`config.mk`:
```
export PLATFORM = sky130hd
export DESIGN_NAME = id_scoreboard
export DESIGN_NICKNAME = d
export VERILOG_FILES = /design/src/rtl/id_scoreboard.sv
export SDC_FILE = /design/constraint.sdc
export NUM_CORES = 1
export LEC_CHECK = 0
export ABC_AREA = 1
export BUFFER_PORTS_ARGS = -buffer_cell sky130_fd_sc_hd__buf_2
export CAP_MARGIN = 20
export CORE_ASPECT_RATIO = 2
export CORE_MARGIN = 10
export CORE_UTILIZATION = 25
export DETAILED_ROUTE_END_ITERATION = 10
export GPL_TIMING_DRIVEN = 1
export HOLD_SLACK_MARGIN = 0.12
export PLACE_DENSITY_LB_ADDON = 0.25
export SKIP_LAST_GASP = 1
export SLEW_MARGIN = 20
export SYNTH_ARGS = -nofsm -noshare
export SYNTH_HDL_FRONTEND = slang
export SYNTH_SLANG_ARGS = --single-unit
```
`constraint.sdc`:
```
create_clock -name clk -period 3.56 [get_ports clk]
set_input_delay 0.712 -clock clk [delete_from_list [all_inputs] [get_ports clk]]
set_output_delay 0.712 -clock clk [all_outputs]
set_load 0.05 [all_outputs]
```
`src/rtl/id_scoreboard.sv`:
```
// id_scoreboard: per-register result countdowns for the ID stage.
// Each GPR has a countdown of cycles until its pending result can be
// forwarded; a source with a nonzero countdown stalls issue. HI/LO has one
// shared countdown covering mult/div and mthi/mtlo writers.
module id_scoreboard #(
   parameter int NREG   = 32,
   parameter int AW     = 5,
   parameter int LATW   = 3,
   parameter int MD_LAT = 4
) (
   input  logic            clk,
   input  logic            rst,
   input  logic            issue_valid,
   input  logic            src1_valid,
   input  logic [AW-1:0]   src1_addr,
   input  logic            src2_valid,
   input  logic [AW-1:0]   src2_addr,
   input  logic            dst_we,
   input  logic [AW-1:0]   dst_addr,
   input  logic [LATW-1:0] dst_lat,
   input  logic            hilo_rd,
   input  logic            hilo_md,
   input  logic            hilo_mt,
   input  logic            stall_ext,
   input  logic            flush,
   output logic            stallreq,
   output logic            issue_fire,
   output logic [NREG-1:0] pend_vec,
   output logic            hilo_busy
);

   // MD_LAT may not fit the counter width; clamp it to the largest count.
   localparam int CMAX   = (1 << LATW) - 1;
   localparam int MD_SAT = (MD_LAT > CMAX) ? CMAX : MD_LAT;
   localparam logic [LATW-1:0] MD_INIT = LATW'(MD_SAT);

   logic [LATW-1:0] cnt_q [NREG];
   logic [LATW-1:0] cnt_d [NREG];
   logic [LATW-1:0] hcnt_q, hcnt_d;

   logic [LATW-1:0] s1_cnt, s2_cnt;
   logic            raw_haz, hl_haz, dst_hit;

   // Look up the pre-update countdowns of both sources (addresses beyond
   // the register file read as idle).
   always_comb begin
      s1_cnt = '0;
      s2_cnt = '0;
      if (int'(src1_addr) < NREG) s1_cnt = cnt_q[src1_addr];
      if (int'(src2_addr) < NREG) s2_cnt = cnt_q[src2_addr];
   end

   // A countdown of zero means the value is on a forwarding path already.
   assign raw_haz    = (src1_valid & (s1_cnt != '0)) | (src2_valid & (s2_cnt != '0));
   assign hl_haz     = (hilo_rd | hilo_md | hilo_mt) & (hcnt_q != '0);
   assign stallreq   = issue_valid & (raw_haz | hl_haz);
   assign issue_fire = issue_valid & ~stallreq & ~stall_ext & ~flush;
   assign dst_hit    = issue_fire & dst_we & (dst_addr != '0);

   // GPR countdown next state: decrement, then take the longer of the old
   // and new result latency on a write (WAW), freeze on stall, clear on flush.
   always_comb begin
      logic [LATW-1:0] dec;
      dec = '0;
      for (int i = 0; i < NREG; i++) begin
         dec      = (cnt_q[i] == '0) ? '0 : cnt_q[i] - 1'b1;
         cnt_d[i] = dec;
         if (dst_hit && (dst_addr == AW'(i)) && (dst_lat > dec)) cnt_d[i] = dst_lat;
         if (stall_ext) cnt_d[i] = cnt_q[i];
         if (flush)     cnt_d[i] = '0;
         if (i == 0)    cnt_d[i] = '0;
      end
   end

   // HI/LO countdown next state: mult/div reloads the full latency, mthi/mtlo
   // only needs one cycle before the value is forwardable.
   always_comb begin
      hcnt_d = (hcnt_q == '0) ? '0 : hcnt_q - 1'b1;
      if (issue_fire && hilo_md)      hcnt_d = MD_INIT;
      else if (issue_fire && hilo_mt) hcnt_d = LATW'(1);
      if (stall_ext) hcnt_d = hcnt_q;
      if (flush)     hcnt_d = '0;
   end

   // Counter registers; reset discards every pending result.
   always_ff @(posedge clk) begin
      if (rst) begin
         for (int i = 0; i < NREG; i++) cnt_q[i] <= '0;
         hcnt_q <= '0;
      end else begin
         for (int i = 0; i < NREG; i++) cnt_q[i] <= cnt_d[i];
         hcnt_q <= hcnt_d;
      end
   end

   // Busy flags straight from the registered counters.
   always_comb begin
      for (int i = 0; i < NREG; i++) pend_vec[i] = (cnt_q[i] != '0);
      hilo_busy = (hcnt_q != '0);
   end

endmodule
```
# After elaboration in Yosys (flattened, before gate mapping)
# Memory sizes are Yosys's and may differ from the RTL's.
# Cells that the tools add are included.
# word_totals
register_bits	3
ram_bits	96
input_bits	29
out_inout_bits	35
wordCells	439
n_memories	1
# op_classes
addsub	32
n_lt_le_gt_ge	31
n_eq_ne	31
mux	162
n_bitwise	48
reduce_logical	133
# memory_table
name	words	width	rd	rd_clocked_by_memory_dff	wr	line_no	text
cnt_q	32	3	34	0	32	37	logic [LATW-1:0] cnt_q [NREG];
# op_table
cell	count
$mux 3	159
$reduce_bool 3->1	35
$logic_not 3->1	32
$sub 3x1->3 const B	32
$gt 3x3->1	31
$eq 5x5->1 const B	16
$logic_and 1x1->1	64
$eq 5x4->1 const B	8
$or 1x1->1	36
$eq 5x3->1 const B	4
$eq 5x2->1 const B	2
$and 1x1->1	9
$eq 5x1->1 const B	1
$reduce_bool 5->1	1
$mux 1	3
$not 1->1	3
$reduce_or 2->1	1

# Depth between registers and ports, before layout
# Gate-level depths: netlist of the first run.
# An unclocked memory read counts as a cell.
# logic_depth
depth_word	18
mapped_depth	19
depth_no_buf	17

# Worst setup path after synthesis of the first run
# OpenSTA, ideal clock, no wires.
# synth_timing
path_kind	input -> output
start	in src1_addr[1]
end	out issue_fire
arrival_ps	2157
required_time_ps	2848
slack_ps	691
path_stages	13
n_path_buf	3
cell_sequence	buf_4 > inv_2 > buf_2 > nor2_1 > nand2_1 > nand3_1 > nand3_1 > nand3_1 > nand3_1 > nand3_1 > nand3_2 > nor2_4 > buf_2
# synth_between
elab_chain_len	10
# synth_lines
element	line_no	text
from (decl)	15	input logic [AW-1:0] src1_addr,
$mem_v2 32x3	--	
$reduce_bool 3->1	54	assign raw_haz = (src1_valid & (s1_cnt != '0)) | (src2_valid & (s2_cnt != '0));
$and 1x1->1	54	
$or 1x1->1	54	
$or 1x1->1	56	assign stallreq = issue_valid & (raw_haz | hl_haz);
$and 1x1->1	56	
$not 1->1	57	assign issue_fire = issue_valid & ~stallreq & ~stall_ext & ~flush;
$and 1x1->1 (3 in series)	57	
to (decl)	27	output logic issue_fire,
# Every way passes these cells.

# Worst setup path after layout of the first run
# layout_timing
start	in src2_addr[1]
end	out issue_fire
# layout_between
elab_chain_len	10
# layout_lines
element	line_no	text
from (decl)	17	input logic [AW-1:0] src2_addr,
$mem_v2 32x3	--	
$reduce_bool 3->1	54	
$and 1x1->1	54	
$or 1x1->1	54	
$or 1x1->1	56	
$and 1x1->1	56	
$not 1->1	57	
$and 1x1->1 (3 in series)	57	
# Every way passes these cells.

==> metrics.md, run 1 <==
| Metric | Value |
|---|---|
| Rel. slew slack | 0.470 |
| Grt peak-use layer | met2 |
| RSZ-0062 raised after global routing | no |
| Mapped Cells | 1690 |
| Die height | 307 um |
| # fillers | 4540 |
| Routed length per instance | 16.7 um |
| Hold Path Class | register to register |
| TritonCTS clock tree | yes |
| I/O Pins | 64 |
| # DRC | 0 |
| Setup Fix Bufs, Post-CTS | 0 |
| Synthesized area per cell | 6.10 um2 |
| Longest Clk Path Bufs | 2 |
| Unique masters post-synth | 26 |
| Synth Warn # | 0 |
| CTS root buf | clkbuf_16 |
| Routed Antenna Nets | 0 |
| Crit-path most repeated cell | nand3_1 |
| Final setup fails | 0 |
| #FFs+latches synth | 96 |
| Crit path max fanout | 11 |
| Worst Setup SP | src2_addr[1] |
| CTS clk-pin slew, worst paths | 0.07 ns |
| Worst R2R End | cnt_q[14][2]$_SDFFE_PP0N_ |
| Post-CTS Resized | 0 |
| Synth top area cells | ha_1 19%, dfxtp_1 19%, nand2_1 13%, nand3_1 11%, inv_1 11% |
| Crit path capture type | output port |
| CTS Buf Count | 9 |
| Final setup margin | 0.232 ns |
| Core area | 0.0409 mm2 |
| CP Capture Point | issue_fire |
| TritonRoute pass-1 iters | 8 |
| Worst-Margin Slew | 0.796 ns |
| Grt total ovfl | 0 |
| Critical path class | input port to output port |
| Worst-path cell chain | buf_2, inv_1, nor2_2, nand3_1, nand2_1, inv_1, nand3_1, nand3_1, nand2_1, nand2_1, nand3_1, nand3_2, nor2_4, buf_2 |
| Rows | 105 |
| Reg-to-Reg Start | cnt_q[14][0]$_SDFFE_PP0N_ |
| Critical path arrival | 2.62 ns |
| Sinks on Clock Net | 96 |
| Port bufs | 62 |
| Clk_lat worst skew | 0.38 ns |
| DR vias | 11031 |
| Max H-tree Level | 3 |
| Share of the synthesized area in the top cell type | 0.190 |
| Final WL | 37800 um |
| Top delay family on crit path | simple AND/OR/NAND/NOR gates |
| Stages on the worst setup path | 14 |
| Met1 GRT Util | 0.150 |
| Worst path slowest cell | buf_2 |
| Syn nets | 1876 |
| Post-Route Utilization | 0.284 |
| Share of post-route cells with drive strength above 1 | 0.0714 |
| Syn-to-layout area delta | 12.7% |
| Initial DRC Count | 721 |
| Placed inst area | 0.0113 mm2 |
| Die width | 164 um |
| Power per standard cell area | 291 mW/mm2 |
| Final nets | 1903 |
| Worst Path Required | 2.85 ns |
| R2R cell count | 14 |
| Global-route usage over all layers | 0.150 |
| Sequential share of the synthesized area | 0.186 |
| Post-DP HPWL | 28100 um |
| Global-route wire length before repair | 59200 um |
| Final Max Tran Viols | 0 |
| Synth Cell Area | 0.0103 mm2 |
| Ant. Diodes | 0 |
| GR Util met3 | 0.0206 |
| Vias per std cell | 4.89 |
| Design Area, Final | 0.0116 mm2 |
| Yosys top cell by area | ha_1 |
| Final setup TNS | 0 ns |
| CP Buf/Inv Count | 4 |
| Fin crit period | 3.33 ns |
| Vias in the first global route | 10817 |
| Maxcap violations | 0 |
| Clock Skew | 0.00790 ns |
| Crit share post-route | 0.935 |
| Maximum vdd drop | 0.246 mV |
| Fin. Hold Viols | 0 |
| R2r setup slk | 0.71 ns |
| Worst Setup Start Kind | input port |
| Initial antenna violation count | 1 |
| Number of hold buffers added after cts | 0 |
| Largest net degree at the start of global routing | 138 |
| Starting density of the core | 0.252 |
| Die ar. | 0.0503 mm2 |
| Setup Slack @ Placement | 0.231 ns |
| Worst path max stage delay | 0.28 ns |
| Status | completed |
| Max Clock Freq | 301 MHz |
| Met2 Use GR | 0.292 |
| RD Place Congestion | 0.920 |
| Static Leak | 6.11 nW |
==> logic make-up after synthesis <==
group | after synthesis | share of synthesized area
other | 1 | 0.000364
AOI/OAI and AO/OA | 163 | 0.0981
and+or+nand+nor | 890 | 0.378
DFF | 96 | 0.186
buffers and inverters | 383 | 0.147
adders and majority gates | 157 | 0.190
==> worst min-delay path by stage <==
stage | startpoint | to | depth (start not counted)
finish | hcnt_q[0]$_SDFFE_PP0N_ | hcnt_q[0]$_SDFFE_PP0N_ | 2
global route | hcnt_q[0]$_SDFFE_PP0N_ | hcnt_q[0]$_SDFFE_PP0N_ | 2
CTS | hcnt_q[0]$_SDFFE_PP0N_ | hcnt_q[0]$_SDFFE_PP0N_ | 2
detailed placement | hcnt_q[0]$_SDFFE_PP0N_ | hcnt_q[0]$_SDFFE_PP0N_ | 2
global placement | hcnt_q[0]$_SDFFE_PP0N_ | hcnt_q[0]$_SDFFE_PP0N_ | 2
floorplan | hcnt_q[0]$_SDFFE_PP0N_ | hcnt_q[0]$_SDFFE_PP0N_ | 2
==> synth_stat cells <==
cell,count
o21ai_0,39
nand3_2,1
nor2_4,2
dfxtp_1,96
or2_2,1
ha_1,157
nor2_2,2
a211oi_1,28
inv_2,6
nand3b_1,1
nand2_1,349
conb_1,1
buf_4,8
nor2_1,212
nand4_1,96
nand3_1,225
o31ai_1,1
o21bai_1,3
buf_2,7
clkbuf_1,47
buf_6,5
a21oi_1,61
a311oi_1,31
buf_1,10
nand2_2,1
inv_1,300
==> cell type report <==
class / count / area (um2) / area share
Clock buffer: 11 / 253 / 0.0217
Clock inverter: 5 / 103 / 0.00883
Inverter: 306 / 1150 / 0.0993
Multi-Input combinational cell: 1211 / 6880 / 0.592
Sequential cell: 96 / 1920 / 0.165
Tap cell: 535 / 669 / 0.0576
Timing Repair Buffer: 93 / 643 / 0.0553
==> layout by cell type, fill, tap and decap left out, drive strengths merged <==
cell type and count:
nand3 226, nand2 350, o21ai 39, clkinv 3, nor2 216, o31ai 1, or2 1, clkinvlp 1
nand3b 1, clkbuf 11, inv 304, conb 1, a211oi 28, o21bai 3, nand4 96, ha 157
buf 93, bufinv 3, a311oi 31, dfxtp 96, a21oi 61
==> state kept, by name, indices dropped and copies added (netlist names) <==
name / flops
cnt_q: 93
hcnt_q: 3
==> metal layers <==
layer | part of all wire | up-vias
met4 | 0.040 | 2
met1 | 0.37 | 5186
met2 | 0.55 | 236
li1 | - | 5546
met5 | 0.00032 | -
met3 | 0.034 | 61
==> worst min-delay path, cell delays in order, from the launching register on <==
cell     delay (ns)
dfxtp_1        0.33
nand2_1        0.07
a21oi_1        0.06
==> through the flow <==
step / hold WS (ns) / std cells / power (mW)
final: 0.497 / 2257 / 3.38
after CTS: 0.501 / 2257 / 3.43
after detailed placement: 0.490 / 2241 / 2.19
after global routing: 0.548 / 2257 / 3.57
after floorplan: 0.467 / 1690 / 1.86
after global placement: 0.485 / 2241 / 2.17
==> where the power goes <==
| group | leakage [nW] | internal (mW) | switching (mW) |
|---|---|---|---|
| clock | 0.172 | 0.724 | 0.495 |
| combinational | 5.15 | 0.299 | 0.715 |
| sequential | 0.782 | 1.11 | 0.0344 |
| total | 6.11 | 2.13 | 1.24 |
Power figures use the tool's default switching activity.
==> run 2: changes to the inputs <==
PLACE_DENSITY = 0.36   (was unset)
PLACE_DENSITY_LB_ADDON = unset   (was 0.25)
==> run 2 against run 1 <==
- sequential power barely moved
- final area rose by 1.2%
- routed wire length rose by 11%
- clock-buffer cell count rose by 1
- global-route usage rose by 1.8 points
- utilization rose by 0.33 points
==> metrics.md, run 2 (synthesized netlist as in run 1, its figures left out) <==
| Metric | Value |
|---|---|
| Status | completed |
| Clk_lat worst skew | 0.40 ns |
| Worst-path cell chain | buf_2, inv_1, nor2_4, nand2_1, nand2_1, nor2_1, nand3_1, nand3_1, nand3_1, nand3_1, nand3_2, nand2_1, inv_1, buf_2 |
| # DRC | 0 |
| Vias per std cell | 4.83 |
| Die width | 164 um |
| CTS Buf Count | 9 |
| Fin. Hold Viols | 0 |
| Crit-path most repeated cell | nand3_1 |
| Syn-to-layout area delta | 14.0% |
| Regs by FF count | cnt_q (93), hcnt_q (3) |
| Worst path slowest cell | buf_2 |
| Max H-tree Level | 3 |
| Routed length per instance | 18.5 um |
| Power per standard cell area | 283 mW/mm2 |
| Max Clock Freq | 297 MHz |
| Worst Setup Start Kind | input port |
| Maximum vdd drop | 0.254 mV |
| TritonCTS clock tree | yes |
| Final setup fails | 0 |
| Hold Path Class | register to register |
| CTS root buf | clkbuf_16 |
| Most common cell after layout, fill and taps aside | nand2_1 |
| Initial antenna violation count | 2 |
| Vias in the first global route | 11135 |
| Sinks on Clock Net | 96 |
| CTS clk-pin slew, worst paths | 0.07 ns |
| Worst path max stage delay | 0.31 ns |
| Die height | 307 um |
| R2R cell count | 14 |
| Die ar. | 0.0503 mm2 |
| Most frequent cells in the layout | 349 x nand2_1, 299 x inv_1, 225 x nand3_1, 212 x nor2_1, 157 x ha_1 |
| Largest net degree at the start of global routing | 138 |
| Crit share post-route | 0.946 |
| Reg with most FFs | cnt_q |
| GR Util met3 | 0.0193 |
| Rows | 105 |
| Static Leak | 6.17 nW |
| Met1 GRT Util | 0.173 |
| Grt total ovfl | 0 |
| Tot Pwr | 3.33 mW |
| RSZ-0062 raised after global routing | yes |
| Global-route usage over all layers | 0.168 |
| Final Max Tran Viols | 0 |
| Share of post-route cells with drive strength above 1 | 0.0794 |
| CP Buf/Inv Count | 4 |
| Worst-Margin Slew | 0.860 ns |
| Maxcap violations | 0 |
| Rel. slew slack | 0.427 |
| I/O Pins | 64 |
| Clock Skew | 0.0130 ns |
| Crit path max fanout | 11 |
| Ant. Diodes | 0 |
| Initial DRC Count | 359 |
| Hold Path Depth | 2 |
| Final setup TNS | 0 ns |
| Crit path capture type | output port |
| Critical path arrival | 2.66 ns |
| Starting density of the core | 0.252 |
| Core area | 0.0409 mm2 |
| RD Place Congestion | 0.869 |
| Worst Path Required | 2.85 ns |
| Longest Clk Path Bufs | 2 |
| Met2 Use GR | 0.334 |
| Top delay family on crit path | simple AND/OR/NAND/NOR gates |
| Global-route wire length before repair | 64500 um |
| Post-DP HPWL | 30200 um |
| Grt peak-use layer | met2 |
| Routed Antenna Nets | 0 |
| Stages on the worst setup path | 14 |
| TritonRoute pass-1 iters | 5 |
| DR vias | 10968 |
| Max reg flops | 93 |
| Fin crit period | 3.37 ns |
| Critical path class | input port to output port |
| Final WL | 42100 um |
| Port bufs | 62 |
| Final nets | 1919 |
-- run 2: cell types whose count changed in the layout (fill, tap and decap cells not counted), moves of 2 or more --
| cell | delta |
|---|---|
| bufinv_16 | -2 |
| nor2_2 | -2 |
| buf_12 | +4 |
| nor2_4 | +2 |
| buf_4 | +13 |
| clkinvlp_4 | +2 |
-- run 2: final timing paths --
path	startpoint	end	slack (ns)
worst max-delay path	src2_addr[0]	stallreq	0.19
worst min-delay path	hcnt_q[0]$_SDFFE_PP0N_	hcnt_q[0]$_SDFFE_PP0N_	0.50
worst max register to register	cnt_q[15][0]$_SDFFE_PP0N_	cnt_q[15][0]$_SDFFE_PP0N_	0.83
worst min register to register	hcnt_q[0]$_SDFFE_PP0N_	hcnt_q[0]$_SDFFE_PP0N_	0.50
-- run 2: metal layers --
layer / vias to the layer above / wire (um) / share of wire
li1: 5584 / - / -
met1: 5197 / 16400 / 0.39
met2: 145 / 23500 / 0.56
met3: 40 / 1040 / 0.025
met4: 2 / 1070 / 0.025
met5: - / 17 / 0.00040
-- run 2: cell type report --
cell class                 count  area [um2]
fill                        4612       29100
multi-input combinational   1211        6890
sequential                    96        1920
inverter                     306        1150
timing repair buffer         109         816
tap                          535         669
clock buffer                  12         256
clock inverter                 4        52.6
-- run 2: worst min-delay path: stages, from the launching register on --
cell	delay, ns
dfxtp_1	0.33
nand2_1	0.06
a21oi_1	0.06
-- run 2: report_power, final --
part / switching, mW / total (mW) / internal, mW
clock: 0.549 / 1.13 / 0.586
sequential: 0.0355 / 1.15 / 1.11
combinational: 0.738 / 1.05 / 0.314
total: 1.32 / 3.33 / 2.01
-- run 2: metrics by stage --
step	instances	setup WS, ns	util	area, um2	hold slack, ns
6_report	2273	0.191	0.288	11800	0.498
5_1_grt	2273	0.00163	0.288	11800	0.551
4_1_cts	2273	0.0933	0.288	11700	0.503
3_5_place_dp	2257	0.0956	0.280	11400	0.493
3_3_place_gp	2257	0.0895	0.280	11400	0.489
2_1_floorplan	1690	0.691	-	10300	0.467
-- run 2: timing repair --
| action | in CTS | in global routing |
|---|---|---|
| hold buffers | 0 | 0 |
| resized for setup | 0 | 2 |
| setup endpoints to repair | 0 | 2 |
| setup buffers | 0 | 0 |
==> run 3: changes to the inputs <==
==> constraint.sdc (replaced) <==
create_clock -name clk -period 3.56 [get_ports clk]
set_input_delay 0.178 -clock clk [delete_from_list [all_inputs] [get_ports clk]]
set_output_delay 0.178 -clock clk [all_outputs]
set_load 0.05 [all_outputs]
==> run 3 against run 2 <==
- combinational power barely moved
- largest cell class unchanged
- global-route usage fell by 0.088 points
- highest routed layer is now met4
- final area fell by 1.4%
- utilization fell by 0.39 points
- fmax rose by 11%
- hold slack got worse by 0.28 ns
- critical path depth fell by 1
- clock skew fell by 0.0034 ns
- first-iteration DRC count rose by 42%
- clock power rose by 12%
- setup slack improved by 0.34 ns
- routed wire length fell by 0.96%
==> metrics.md, run 3 (synthesized netlist as in run 1, its figures left out) <==
| Metric | Value |
|---|---|
| Critical path arrival | 2.85 ns |
| Final Max Tran Viols | 0 |
| TritonCTS clock tree | yes |
| Final WL | 41700 um |
| R2r setup slk | 0.55 ns |
| Reg with most FFs | cnt_q |
| Vias in the first global route | 11146 |
| Worst Hold Launch | hilo_mt |
| Die ar. | 0.0503 mm2 |
| Rel. slew slack | 0.445 |
| R2R cell count | 16 |
| Max reg flops | 93 |
| Fin crit period | 3.03 ns |
| TritonRoute pass-1 iters | 7 |
| Vias per std cell | 4.84 |
| Routed Antenna Nets | 0 |
| Setup Fix Bufs, Post-CTS | 0 |
| Max H-tree Level | 3 |
| Worst Path Required | 3.38 ns |
| Maximum vdd drop | 0.271 mV |
| # fillers | 4666 |
| Share of post-route cells with drive strength above 1 | 0.0686 |
| Post-CTS Resized | 0 |
| Reg-to-Reg Start | cnt_q[5][0]$_SDFFE_PP0N_ |
| CTS Buf Count | 9 |
| Largest net degree at the start of global routing | 77 |
| Die width | 164 um |
| Crit share post-route | 0.850 |
| Routed length per instance | 18.5 um |
| Hold Slack | 0.215 ns |
| Most common cell after layout, fill and taps aside | nand2_1 |
| Global-route usage over all layers | 0.167 |
| Storage element area | 0.00192 mm2 |
| Critical path class | register to output port |
| Die height | 307 um |
| Post-DP HPWL | 30200 um |
| Final nets | 1900 |
| Starting density of the core | 0.252 |
| Port bufs | 62 |
| Hold Path Depth | 5 |
| CTS root buf | clkbuf_16 |
| Hold Path Class | input port to register |
| RD Place Congestion | 0.871 |
| Grt total ovfl | 0 |
| Crit path max fanout | 49 |
| Max Clock Freq | 330 MHz |
| Multi-input logic area | 0.00688 mm2 |
| Power per standard cell area | 296 mW/mm2 |
| Worst-Margin Slew | 0.833 ns |
| Initial DRC Count | 508 |
| Syn-to-layout area delta | 12.4% |
| Final setup fails | 0 |
| CTS clk-pin slew, worst paths | 0.07 ns |
| RSZ-0062 raised after global routing | no |
| Crit path capture type | output port |
| Clock Skew | 0.00958 ns |
| # DRC | 0 |
| Core area | 0.0409 mm2 |
| Rows | 105 |
| Initial antenna violation count | 1 |
| Worst R2R End | hcnt_q[2]$_SDFFE_PP0N_ |
| Maxcap violations | 0 |
| Clk_lat worst skew | 0.39 ns |
| I/O Pins | 64 |
| Sinks on Clock Net | 96 |
| Status | completed |
| Longest Clk Path Bufs | 2 |
| Fin. Hold Viols | 0 |
| Regs by FF count | cnt_q (93), hcnt_q (3) |
| Final setup TNS | 0 ns |
| Static Leak | 6.08 nW |
| Worst hold endpoint | hcnt_q[0]$_SDFFE_PP0N_ |
| DR vias | 10921 |
| Global-route wire length before repair | 64700 um |
| Worst Setup Start Kind | register |
| Most frequent cells in the layout | 349 x nand2_1, 299 x inv_1, 225 x nand3_1, 211 x nor2_1, 157 x ha_1 |
[run 3: through the flow]
step                cells  utilization  power (mW)  worst slack (ns)  instance area [um2]
global placement     2235        0.274        2.21             0.453                11200
floorplan            1690            -        1.86              1.32                10300
global route         2254        0.284        3.65             0.300                11600
detailed placement   2235        0.274        2.21             0.453                11200
CTS                  2254        0.284        3.52             0.525                11600
finish               2255        0.284        3.43             0.534                11600
[run 3: worst max path at each step]
stage	startpoint	end	cells past startpoint
6_report	cnt_q[5][0]$_SDFFE_PP0N_	issue_fire	13
5_1_grt	cnt_q[12][0]$_SDFFE_PP0N_	hcnt_q[2]$_SDFFE_PP0N_	16
4_1_cts	cnt_q[5][0]$_SDFFE_PP0N_	issue_fire	13
3_5_place_dp	src2_addr[1]	cnt_q[17][1]$_SDFFE_PP0N_	19
3_3_place_gp	src2_addr[1]	cnt_q[17][1]$_SDFFE_PP0N_	19
2_1_floorplan	dst_lat[0]	cnt_q[18][1]$_SDFFE_PP0N_	11
[run 3: power by group]
| group | total [mW] | switching [mW] | internal (mW) |
|---|---|---|---|
| logic | 1.03 | 0.732 | 0.296 |
| registers | 1.15 | 0.0359 | 1.11 |
| clock network | 1.26 | 0.547 | 0.712 |
[run 3: layout make-up]
class / count / area share
diodes: 1 / 0.000216
clock buffers: 10 / 0.0206
clock inverters: 6 / 0.00993
inverters: 306 / 0.0995
multi-input cells: 1211 / 0.593
flip-flops and latches: 96 / 0.166
well taps: 535 / 0.0577
repair buffers: 90 / 0.0531
[run 3: routing by layer]
metal / track usage / up-vias / wire [um]
met2: 0.322 / 169 / 22700
met4: 0.0624 / 0 / 1130
met5: 0 / - / 0
met3: 0.0170 / 54 / 1090
li1: - / 5540 / -
met1: 0.179 / 5158 / 16700
[run 3: worst max-delay path, stage by stage, from the launching register on]
cell     delay [ns]
dfxtp_1        0.35
nor2_1         0.32
inv_1          0.19
nor2_1         0.13
nor2_1         0.05
nand2_1        0.07
nand2_1        0.06
nand3_1        0.08
nand3_1        0.07
nand3_1        0.19
nand3_2        0.15
nor2_4         0.18
buf_12         0.27
buf_2          0.32
[run 3: timing repair]
item,4_1_cts,5_1_grt
hold buffers,3,0
hold endpoints to repair,1,0
endpoints found under the setup margin,0,0
